### config.mk
export PLATFORM = sky130hd
export DESIGN_NAME = stable_dedup
export DESIGN_NICKNAME = d
export VERILOG_FILES = /design/src/rtl/stable_dedup.sv
export SDC_FILE = /design/constraint.sdc
export NUM_CORES = 1
export LEC_CHECK = 0
export CORE_MARGIN = 8
export CORE_UTILIZATION = 49
export DETAILED_ROUTE_END_ITERATION = 10
export PLACE_DENSITY = 0.74
export RECOVER_POWER = 100
export SLEW_MARGIN = 20
export SYNTH_ARGS = -nofsm -noshare
export SYNTH_HDL_FRONTEND = slang
export SYNTH_SLANG_ARGS = --single-unit
### constraint.sdc
create_clock -name i_clk -period 1.5 [get_ports i_clk]
set_clock_uncertainty 0.05 [all_clocks]
set_input_delay 0.3 -clock i_clk [delete_from_list [all_inputs] [get_ports i_clk]]
set_output_delay 0.3 -clock i_clk [all_outputs]
set_load 0.01 [all_outputs]
### src/rtl/stable_dedup.sv
// Top-k gesture de-duplicator: commits a class ID after STABLE_N consecutive matching frames.
// Optional STABLE_DEDUP_DROP_CNT_EN adds o_drop_cnt, counting strobes ignored while busy.
module stable_dedup #(
    parameter int K        = 3,
    parameter int W        = 5,
    parameter int MODE     = 0,
    parameter int STABLE_N = 2,
    parameter int BLANK_ID = 26
) (
    input  logic         i_clk,
    input  logic         i_rst_n,
    input  logic         i_next,
    input  logic [W-1:0] i_tops [0:K-1],
    output logic         o_busy,
    output logic         o_next,
    output logic [W-1:0] o_symbol
`ifdef STABLE_DEDUP_DROP_CNT_EN
    ,
    output logic [7:0]   o_drop_cnt
`endif
);

    localparam int CW = $clog2(STABLE_N + 1);
    localparam int IW = (K > 1) ? $clog2(K) : 1;

    typedef enum logic [1:0] {IDLE, CMP, DECIDE} state_t;

    state_t          state, state_nxt;
    logic [W-1:0]    cur  [0:K-1];
    logic [W-1:0]    prev [0:K-1];
    logic [IW-1:0]   idx;
    logic            mismatch;
    logic            prev_valid;
    logic [CW-1:0]   cnt;
    logic [CW-1:0]   cnt_new;
    logic [W-1:0]    committed;
    logic            pend;
    logic            elem_mis;
    logic            frame_mis;

    always_ff @(posedge i_clk or negedge i_rst_n) begin
        if (!i_rst_n) state <= IDLE;
        else          state <= state_nxt;
    end

    always_comb begin
        state_nxt = state;
        case (state)
            IDLE:    if (i_next) state_nxt = CMP;
            CMP:     if (idx == IW'(K - 1)) state_nxt = DECIDE;
            DECIDE:  state_nxt = IDLE;
            default: state_nxt = IDLE;
        endcase
    end

    always_comb begin
        o_busy = (state != IDLE);
    end

    always_comb begin
        elem_mis = 1'b0;
        if (MODE == 0) begin
            elem_mis = (cur[idx] != prev[idx]);
        end else begin
            elem_mis = 1'b1;
            for (int unsigned j = 0; j < K; j++)
                if (cur[idx] == prev[j]) elem_mis = 1'b0;
        end
    end

    always_comb begin
        frame_mis = mismatch | ~prev_valid;
        if (frame_mis)                    cnt_new = CW'(1);
        else if (cnt >= CW'(STABLE_N))    cnt_new = CW'(STABLE_N);
        else                              cnt_new = cnt + 1'b1;
    end

    // The commit decision is staged in pend so the pulse lands one cycle after DECIDE.
    always_ff @(posedge i_clk or negedge i_rst_n) begin
        if (!i_rst_n) begin
            for (int unsigned i = 0; i < K; i++) begin
                cur[i]  <= '0;
                prev[i] <= '0;
            end
            idx        <= '0;
            mismatch   <= 1'b0;
            prev_valid <= 1'b0;
            cnt        <= '0;
            committed  <= W'(BLANK_ID);
            pend       <= 1'b0;
            o_next     <= 1'b0;
            o_symbol   <= W'(BLANK_ID);
        end else begin
            pend   <= 1'b0;
            o_next <= pend;
            if (pend) o_symbol <= committed;
            case (state)
                IDLE: begin
                    if (i_next) begin
                        cur      <= i_tops;
                        idx      <= '0;
                        mismatch <= 1'b0;
                    end
                end
                CMP: begin
                    mismatch <= mismatch | elem_mis;
                    idx      <= idx + 1'b1;
                end
                DECIDE: begin
                    cnt        <= cnt_new;
                    prev       <= cur;
                    prev_valid <= 1'b1;
                    if (cnt_new == CW'(STABLE_N)) begin
                        if (cur[0] == W'(BLANK_ID)) begin
                            committed <= W'(BLANK_ID);
                        end else if (cur[0] != committed) begin
                            committed <= cur[0];
                            pend      <= 1'b1;
                        end
                    end
                end
                default: ;
            endcase
        end
    end

`ifdef STABLE_DEDUP_DROP_CNT_EN
    always_ff @(posedge i_clk or negedge i_rst_n) begin
        if (!i_rst_n)                                   o_drop_cnt <= '0;
        else if (i_next && o_busy && o_drop_cnt != '1)  o_drop_cnt <= o_drop_cnt + 1'b1;
    end
`endif

endmodule

### After elaboration in Yosys (flattened, before gate mapping)

Cells that the tools add are included.

* flip-flop bits (word level): 50
* input port bits: 18
* output and inout port bits: 7
* word-level logic and storage cells: 61

* add/subtract/negate cells: 2
* $lt $le $gt $ge: 2
* equality and inequality tests: 9
* mux-type cells: 21
* bitwise gates (word level): 4
* reduce and logical (&&, ||, !) cells: 8

Operator list (number)
* 5-bit two-way mux: 6
* 5-bit binary-select mux with 2-bit select: 2
* 2-bit two-way mux: 5
* 5-bit inequality test: 2
* 2-bit one-hot mux with 2 select lines: 2
* 2-bit == test (second input constant): 3
* 2-bit AND reduction: 3
* 2-bit nonzero test: 3
* 5-bit == test (second input constant): 1
* 1-bit two-way mux: 5
* 2-bit by 1-bit adder with 2-bit output (second input constant): 2
* 2-bit inequality test (second input constant): 2
* 3-bit >= comparator (second input constant): 1
* 2-bit inverter with 3-bit output: 1
* 3-bit AND reduction: 1
* 2-bit by 1-bit == test with 1-bit output (second input constant): 1
* 2-bit >= comparator (second input constant): 1
* 2-bit logical NOT: 1
* 1-bit bitwise OR: 2
* 1-bit one-hot mux with 2 select lines: 1
* 1-bit inverter: 1

### Logic depth before layout (Yosys ltp)

* depth in word-level cells: 7
* mapped depth: 6
* depth with buffers taken out: 5

### Worst setup path after synthesis

Ideal clock, no wire load.

* path type: reg2reg
* from: register state[0]
* to: register cur[10] (netlist name)
* setup time: 125 ps
* data arrival time: 1400 ps
* data required time: 1325 ps
* slack: -75 ps
* cell stages (with the launch flop): 5
* buffers on the path: 1
* clock period less this slack: 1575 ps
* cell sequence: dfrtp_1 -> or2_2 -> nor2_4 -> buf_6 -> mux2_2

* cells in the longest elaborated chain, start to end: 2

RTL lines
* start, declared: RTL line 28 `state_t state, state_nxt;`
* start signal, assigned: RTL line 43 `else state <= state_nxt;`
* 2-bit logical NOT: RTL line 97 `case (state)`
* 2-bit AND reduction (no line)
* end signal, assigned: RTL line 100 `cur <= i_tops;`
* end, declared: RTL line 29 `logic [W-1:0] cur [0:K-1];`

No other way between the ends.
A chain may end at the register's enable or synchronous reset.

### Worst setup path after layout

* from: register state[0]
* to: register cur[2] (netlist name)

Same word-level chain as after synthesis.

==> results.toml <==
[placed_design]
pre_cts_ws_ns = -0.139
gp_congestion = 0.816
io_buffers = 24
hpwl_mm = 2.62
placed_cell_area_sq_um = 2500

[global_routing]
globalRouteMet3Util = 0.0416
antenna_found_initial = 0
gr-usage-met2 = 0.204
grt_pass1_wl_mm = 6.33
grt_max_degree = 51
gr-usage-met1 = 0.143
grt.busiest_layer = "met2"
grt.overflow.total = 0
track_usage = 0.125
first_global_vias = 1393

[cells_and_area]
final_common_cell = "dfrtp_1"
register_area_sq_um = 1260
postLayoutCoreUtil = 0.620
design_area_sq_um = 2640
fillCellCount = 336
area_growth_pct = 23.8
drive_gt1_frac = 0.384
multi_input_area_sq_um = 861
most-common-layout-cells = "dfrtp_1 (44), mux2_2 (40), clkdlybuf4s50_1 (16)"
diodes = 0
nets = 208

[run_status]
status = "completed"

[die]
core_area_sq_um = 4260
pin_count = 25
start_util = 0.501
dieWidth_um = 82.0
die_h_um = 82.0
row_count = 24
die_area_sq_um = 6730

[sta]
slew_viol_final = 0
worst_slack_ns = 0.0256
fin_hold_ws_ns = 0.415
fmax_mhz = 678
setup_tns_ns = 0
relSlewSlack = 0.555
tightest_slew_ns = 0.668
post-route-min-period_ns = 1.47
finalSetupViolCount = 0
rsz0062_at_grt = "true"
fin_crit_sh = 0.983
hold_violations = 0

[power]
vdd_ir_drop_max_mv = 1.03
powerDensity_nw_per_um2 = 1960
p_leak_uw = 0.00118

[synth]
synth_area_sq_um = 2140
syn-num-nets = 168
synth_edf_count = 0
synthFlopType = "dfrtp_1"
synth_top_family_by_area = "multiplexers"
synth_fa_ha_area_frac = 0.00586
syn_inst = 149
ys_types = 29
synth_warnings = 0
synth_top_area_cell = "dfrtp_1"
seq_area_frac_synth = 0.589
synthArstFlopShare = 1.00
synthMuxAreaShare = 0.216
synth_compound_area_frac = 0.0340
synth-simple-area-share = 0.0516
ys_ff_latch = 50
synth.area.top_cells = "dfrtp_1 (52%), mux2_2 (21%), dfstp_2 (7.4%)"
synthXorXnorAreaFrac = 0.0820
synth_top_cell_area_share = 0.516
avgSynthCellArea_sq_um = 14.3

[drt]
dr.first_iter.drc_count = 96
vias_per_cell = 5.15
avgRoutedWirePerCell_um = 15.5
finalWirelength_mm = 3.75
vias = 1246
ant_nets = 0
drt_pass1_iterations = 4
drcViolationCount = 0

[clock_network]
h-tree-depth = 2
numCtsBuffers = 5
clkLatencyLatePin_ns = 0.30
cts_num_sinks = 50
clk_pin_slew_ns = 0.09
clockBufferDepth = 2
root_buffer = "clkbuf_8"
cts_tree = "yes"

[min_path]
min_path_type = "flip-flop to flip-flop"

[setup_path]
crit_path_start_kind = "flip-flop"
critPathKind = "flip-flop to flip-flop"
cp_max_fo = 16
worstPathRequired_ns = 1.64
worstSetupEndpointType = "flip-flop"
worst_ep_arrival_time_ns = 1.61

[run]
cap_violations = 0
==> cell usage after synthesis, drive strengths merged (2+ instances only) <==
cell,n
xor2,10
nand2,4
xnor2,10
o21ai,4
nor3,2
nor2,4
buf,3
nor4,2
nand2b,2
mux2,40
dfstp,6
inv,5
dfrtp,44
==> metrics by stage <==
stage / cells / total power [uW]
2_1_floorplan: 149 / 3650
3_3_place_gp: 231 / 4100
3_5_place_dp: 231 / 4230
4_1_cts: 242 / 5190
5_1_grt: 242 / 5560
6_report: 242 / 5190
==> layer usage <==
metal	wire (um)	up-vias
li1	-	594
met1	1610	629
met2	1960	17
met3	113	6
met4	60	0
met5	0	-
==> what timing repair did <==
item	in CTS	in global routing
setup buffers	2	0
endpoints found under the setup margin	9	35
hold buffers	1	0
pin swaps	0	2
resized for setup	10	6
endpoints found under the hold margin	44	0
==> state kept, by name (all words and copies together), names as in the netlist <==
| name | flops |
|---|---|
| cur | 15 |
| committed | 5 |
| mismatch | 1 |
| cnt | 2 |
| pend | 1 |
| prev_valid | 1 |
| o_next | 1 |
| state | 2 |
| prev | 15 |
| idx | 2 |
| o_symbol | 5 |
==> cell type report <==
class,instances,area share
Sequential cell,50,0.476
Timing Repair Buffer,36,0.125
Tap cell,52,0.0246
Clock buffer,6,0.0274
Multi-Input combinational cell,91,0.326
Clock inverter,2,0.0142
Inverter,5,0.00710
==> final timing paths <==
check	start	to	slack, ns	cells past startpoint
max in group asynchronous	i_rst_n	prev[8]	0.33	3
min	prev_valid	prev_valid	0.41	1
min in group asynchronous	i_rst_n	o_next	0.61	3
max	state[0]	cur[2]	0.03	4
min reg2reg	prev_valid	prev_valid	0.41	1
max reg2reg	state[0]	cur[2]	0.03	4
==> worst max-delay path, cell delays in order, from the launching register on <==
cell and delay [ns]:
dfrtp_1 0.42, or2_4 0.25, nor2_4 0.13, buf_12 0.16
mux2_2 0.35
==> power by group <==
group	total, uW	switching [uW]	leakage (uW)	internal (uW)
logic	1840	732	0.000527	1110
registers	2430	474	0.000598	1960
clock network	923	426	0.0000514	497
total	5190	1630	0.00118	3560
==> cell families after synthesis <==
group           Yosys count
compound gates           10
xor+xnor                 20
fa+ha+maj                 1
buf+inv                   8
flops                    50
mux                      41
simple gates             19
(Power assumes the default switching activity.)
